==> config.mk <==
export PLATFORM = sky130hd
export DESIGN_NAME = npc_ras_unit
export DESIGN_NICKNAME = d
export VERILOG_FILES = /design/src/rtl/npc_ras_unit.sv
export SDC_FILE = /design/constraint.sdc
export NUM_CORES = 1
export LEC_CHECK = 0
export BUFFER_PORTS_ARGS = -buffer_cell sky130_fd_sc_hd__buf_2
export CORE_MARGIN = 4
export CORE_UTILIZATION = 47
export DETAILED_ROUTE_END_ITERATION = 8
export GPL_TIMING_DRIVEN = 1
export MAX_ROUTING_LAYER = met4
export PLACE_DENSITY = 0.72
export SYNTH_ARGS = -nofsm -noshare
export SYNTH_HDL_FRONTEND = slang
export SYNTH_SLANG_ARGS = --single-unit
==> constraint.sdc <==
create_clock -name clk -period 5.8 [get_ports clk]
set_input_delay 0.87 -clock clk [delete_from_list [all_inputs] [get_ports clk]]
set_output_delay 0.87 -clock clk [all_outputs]
set_load 0.01 [all_outputs]
==> src/rtl/npc_ras_unit.sv <==
// npc_ras_unit
// Fetch-stage next-PC generator. It owns the PC register and a circular
// return-address stack (RAS). Calls push pc+INST_BYTES and returns pop it.
// A return whose RAS prediction differs from the resolved next PC raises a
// one-cycle ret_miss pulse.
//
// Ports
//   clk, rst_n    rising-edge clock; asynchronous active-low reset
//   stall         holds pc and the RAS; suppresses push, pop and miss
//   redirect      external redirect with top priority; target is redirect_pc
//   npc_op[2:1]   00 seq, 01 jal (pc+imm), 10 jalr ((ra+imm)&~1), 11 branch
//   npc_op[0]     branch taken (only used when npc_op[2:1]=11)
//   imm, ra       immediate and register operand
//   is_call       push on call
//   is_ret        pop on return
//   pc            registered PC
//   pc4, npc      pc+INST_BYTES and next PC, both combinational
//   ras_top       top RAS entry, or 0 when the RAS is empty
//   ras_valid     RAS holds at least one entry
//   ret_miss      registered return-mispredict pulse
module npc_ras_unit #(
  parameter int              XLEN       = 32,
  parameter logic [XLEN-1:0] RESET_PC   = '0,
  parameter int              INST_BYTES = 4,
  parameter int              RAS_DEPTH  = 8
) (
  input  logic            clk,
  input  logic            rst_n,
  input  logic            stall,
  input  logic            redirect,
  input  logic [XLEN-1:0] redirect_pc,
  input  logic [2:0]      npc_op,
  input  logic [XLEN-1:0] imm,
  input  logic [XLEN-1:0] ra,
  input  logic            is_call,
  input  logic            is_ret,
  output logic [XLEN-1:0] pc,
  output logic [XLEN-1:0] pc4,
  output logic [XLEN-1:0] npc,
  output logic [XLEN-1:0] ras_top,
  output logic            ras_valid,
  output logic            ret_miss
);

  localparam int            PW      = $clog2(RAS_DEPTH);
  localparam int            CW      = $clog2(RAS_DEPTH + 1);
  localparam logic [CW-1:0] CNT_MAX = CW'(RAS_DEPTH);

  logic [XLEN-1:0] ras [RAS_DEPTH];
  logic [PW-1:0]   ptr;      // next free slot; top lives at ptr-1
  logic [PW-1:0]   ptr_m1;
  logic [CW-1:0]   cnt;
  logic [XLEN-1:0] pc_imm;
  logic [XLEN-1:0] jalr_sum;
  logic            has_ent;
  logic            act;
  logic            do_push;
  logic            do_swap;
  logic            do_pop;

  assign pc4      = pc + XLEN'(INST_BYTES);
  assign pc_imm   = pc + imm;
  assign jalr_sum = ra + imm;
  assign ptr_m1   = ptr - PW'(1);
  assign has_ent  = (cnt != '0);
  assign ras_valid = has_ent;
  assign ras_top  = has_ent ? ras[ptr_m1] : '0;

  always_comb begin
    npc = pc4;
    if (redirect) begin
      npc = redirect_pc;
    end else begin
      unique case (npc_op[2:1])
        2'b00:   npc = pc4;
        2'b01:   npc = pc_imm;
        2'b10:   npc = {jalr_sum[XLEN-1:1], 1'b0};
        default: npc = npc_op[0] ? pc_imm : pc4;
      endcase
    end
  end

  // A redirect squashes the instruction, so it never touches the RAS.
  // A call+ret pair on an empty stack degrades to a plain push.
  assign act     = !stall && !redirect;
  assign do_swap = act && is_call && is_ret && has_ent;
  assign do_push = act && is_call && !do_swap;
  assign do_pop  = act && is_ret && !is_call && has_ent;

  always_ff @(posedge clk or negedge rst_n) begin
    if (!rst_n) begin
      pc       <= RESET_PC;
      ptr      <= '0;
      cnt      <= '0;
      ret_miss <= 1'b0;
      for (int i = 0; i < RAS_DEPTH; i++) ras[i] <= '0;
    end else begin
      if (!stall) pc <= npc;
      ret_miss <= act && is_ret && has_ent && (ras_top != npc);
      if (do_swap) begin
        ras[ptr_m1] <= pc4;
      end else if (do_push) begin
        // Wraps onto the oldest entry once full; cnt just saturates.
        ras[ptr] <= pc4;
        ptr      <= ptr + PW'(1);
        if (cnt != CNT_MAX) cnt <= cnt + CW'(1);
      end else if (do_pop) begin
        ptr <= ptr_m1;
        cnt <= cnt - CW'(1);
      end
    end
  end

endmodule

==> results.sh <==
export IMPL_gp_congestion=1.00
export IMPL_finalHoldViolations=0
export IMPL_post_cts_buffers=0
export IMPL_crit_path_end_kind="output port"
export IMPL_yosysWarnings=0
export IMPL_finalMaxSlewViolations=0
export IMPL_synth_seq_cells=296
export IMPL_layout_common_cells="nand2_1 (352), dfrtp_1 (295), o21ai_0 (240)"
export IMPL_grtUsageTotal_pct=32.6
export IMPL_wire_per_inst_um=24.4
export IMPL_portBuffers=234
export IMPL_start_kind="flop"
export IMPL_slowest_stage="nor4_1"
export IMPL_dieArea_mm2=0.0457
export IMPL_crit_fanout=14
export IMPL_via_per_inst=6.34
export IMPL_yosysSeqAreaShare_pct=37.2
export IMPL_hp_class="primary input to async pin"
export IMPL_grt_pass1_wl_um=111000
export IMPL_cts_root_buf="clkbuf_16"
export IMPL_path_clk_slew_ns=0.07
export IMPL_outcome="complete, no violations"
export IMPL_hold_buffers=0
export IMPL_route_detailed_drc=0
export IMPL_tightest_slew_ns=1.22
export IMPL_peakVddDrop_mv=0.351
export IMPL_finalCriticalPeriod_ns=5.22
export IMPL_rsz0062_at_grt="false"
export IMPL_start_util_pct=47.5
export IMPL_finalWirelength_um=74700
export IMPL_relSlewSlack_pct=17.8
export IMPL_cp_num_buf_inv=1
export IMPL_synth_edf_count=0
export IMPL_cts_buffer_depth=3
export IMPL_power_leakage_nw=10.1
export IMPL_cap_violations=0
export IMPL_fin_nets=2669
export IMPL_core_mm2=0.0419
export IMPL_cp_required_ns=4.93
export IMPL_cpPeakStageDelay_ns=0.55
export IMPL_first_pass_iters=6
export IMPL_final_antenna_net_count=0
export IMPL_cp_data_arrival_time_ns=4.35
export IMPL_avgSynthCellArea_um2=8.49
export IMPL_finalSetupViolCount=0
export IMPL_antenna_found_initial=0
export IMPL_area_growth_pct=13.1
export IMPL_layout_commonest_cell="nand2_1"
export IMPL_cp_cell_sequence="ha_1 > fa_1 > a21o_1 > a221o_1 > a22oi_1 > a211oi_1 > o2111ai_1 > a21oi_1 > nor4_1 > or2_2 > buf_2"
export IMPL_synthTopCellsByArea="dfrtp_1 (37%), nand2_1 (6.7%), o21ai_0 (6.0%)"
export IMPL_fin_setup_tns_ns=0
export IMPL_cts_made_buffers=29
export IMPL_period_share_pct=90.0
export IMPL_drtIter0Drc=2376
export IMPL_hpwlAfterDp_um=55500
export IMPL_power_density_mw_per_mm2=547
export IMPL_io_pins=235
export IMPL_fp_row_count=75
export IMPL_cts_tree="done"
export IMPL_grt_pass1_vias=18600
export IMPL_synth_top_area_share_pct=37.2
export IMPL_crit_type="flop to output port"
export IMPL_cts_resized=0
export IMPL_skew_ns=0.0300
export IMPL_max_freq_ghz=0.192
export IMPL_yosys_area_top_type="dfrtp_1"
export IMPL_cts_sinks=296
export IMPL_htreeDepth=1
export IMPL_drive_above_1_share_pct=19.1
export IMPL_die_y_um=214
export IMPL_power_w=0.0123
export IMPL_ys_flop_type="dfrtp_1"
export IMPL_vias=19400
export IMPL_cp_top_family="compound AO/OA/AOI/OAI gates"
export IMPL_dieWidth_um=214
export IMPL_overflow=0
export IMPL_syn_nets=2519
export IMPL_grt_max_degree=131
export IMPL_synth_cell_types=100
export IMPL_synth_cells=2345
export IMPL_clock_latency_ns=0.57
export IMPL_syn_area_mm2=0.0199
export IMPL_asyncSetResetFlopFracSynth_pct=100
## state kept, by name, summed over array words and instances (netlist names)
register and cells:
ptr 3, cnt 4, pc 32, ras 256, ret_miss 1
## where the power goes
| part | internal [W] | total, W | switching (W) |
|---|---|---|---|
| clock | 0.00110 | 0.00191 | 0.000808 |
| combinational | 0.00254 | 0.00687 | 0.00434 |
| sequential | 0.00291 | 0.00352 | 0.000612 |
## cells by family (layout without fill, tap and decap cells)
| kind of cell | count (synthesis) | after routing | synth area share (%) |
|---|---|---|---|
| flip-flops | 296 | 296 | 37.2 |
| AND/OR/NAND/NOR | 806 | 806 | 18.1 |
| buffers and inverters | 239 | 411 | 5.15 |
| other | 0 | 1 | 0 |
| AO/OA/AOI/OAI | 717 | 717 | 22.4 |
| adder cells (fa/ha/maj) | 69 | 69 | 4.45 |
| XOR/XNOR | 92 | 92 | 4.12 |
| multiplexers | 126 | 126 | 8.57 |
## per-layer routing
| layer | GRT usage [%] | part of all wire, % |
|---|---|---|
| met4 | 16.6 | 6.0 |
| met2 | 50.3 | 46 |
| met1 | 42.9 | 40 |
| met3 | 3.72 | 8.5 |
| met5 | - | 0 |
## Yosys cell counts (6+ instances only)
cell and n:
buf_6 6, a21oi_1 212, o21ai_0 240, nor2_1 206
nand4_1 29, o21ai_1 12, a22oi_1 6, xor2_1 40
nand2_1 354, nor2b_1 11, clkbuf_1 106, mux2i_1 32
or3_1 10, ha_1 66, o31ai_1 11, a31oi_1 26
a211oi_1 25, and2_1 19, o221ai_1 10, mux4_2 25
nand2b_1 13, dfrtp_1 296, buf_2 37, a21o_1 26
o21a_1 6, o2111ai_1 11, nor3_1 29, nor4_1 18
a211o_1 6, a221oi_1 8, buf_4 6, o22ai_1 11
buf_1 13, xnor2_1 50, o211ai_1 17, and3_1 21
mux2_2 65, a22o_1 6, inv_1 65, nand3_1 67
## layout make-up
| type | instances | area [um2] |
|---|---|---|
| Antenna cell | 1 | 2.50 |
| Clock buffer | 44 | 892 |
| Clock inverter | 9 | 80.1 |
| Fill cell | 3862 | 19400 |
| Inverter | 68 | 255 |
| Multi-Input combinational cell | 1810 | 11600 |
| Sequential cell | 296 | 7410 |
| Tap cell | 539 | 674 |
| Timing Repair Buffer | 290 | 1630 |
## worst paths after layout
kind	start	end	slack [ns]	cells after the start
hold / removal	rst_n	ras[119]	0.44	1
min in group clk	ras[133]	ras[133]	0.48	2
setup reg to reg	pc[2]	ret_miss	1.20	13
hold reg to reg	ras[133]	ras[133]	0.48	2
setup / recovery	pc[0]	npc[24]	0.58	11
max in group asynchronous	rst_n	ras[32]	4.07	2
## per-stage QoR
stage	cells	setup slack, ns	utilization, %	hold WS [ns]	instance area, um2
floorplan	2345	1.57	-	0.442	19900
global placement	3003	0.814	51.3	0.454	21500
detailed placement	3003	0.839	51.3	0.463	21500
CTS	3056	0.627	53.7	0.472	22500
global route	3056	0.318	53.7	0.498	22500
finish	3057	0.579	53.7	0.438	22500
Power figures use the tool's default switching activity.
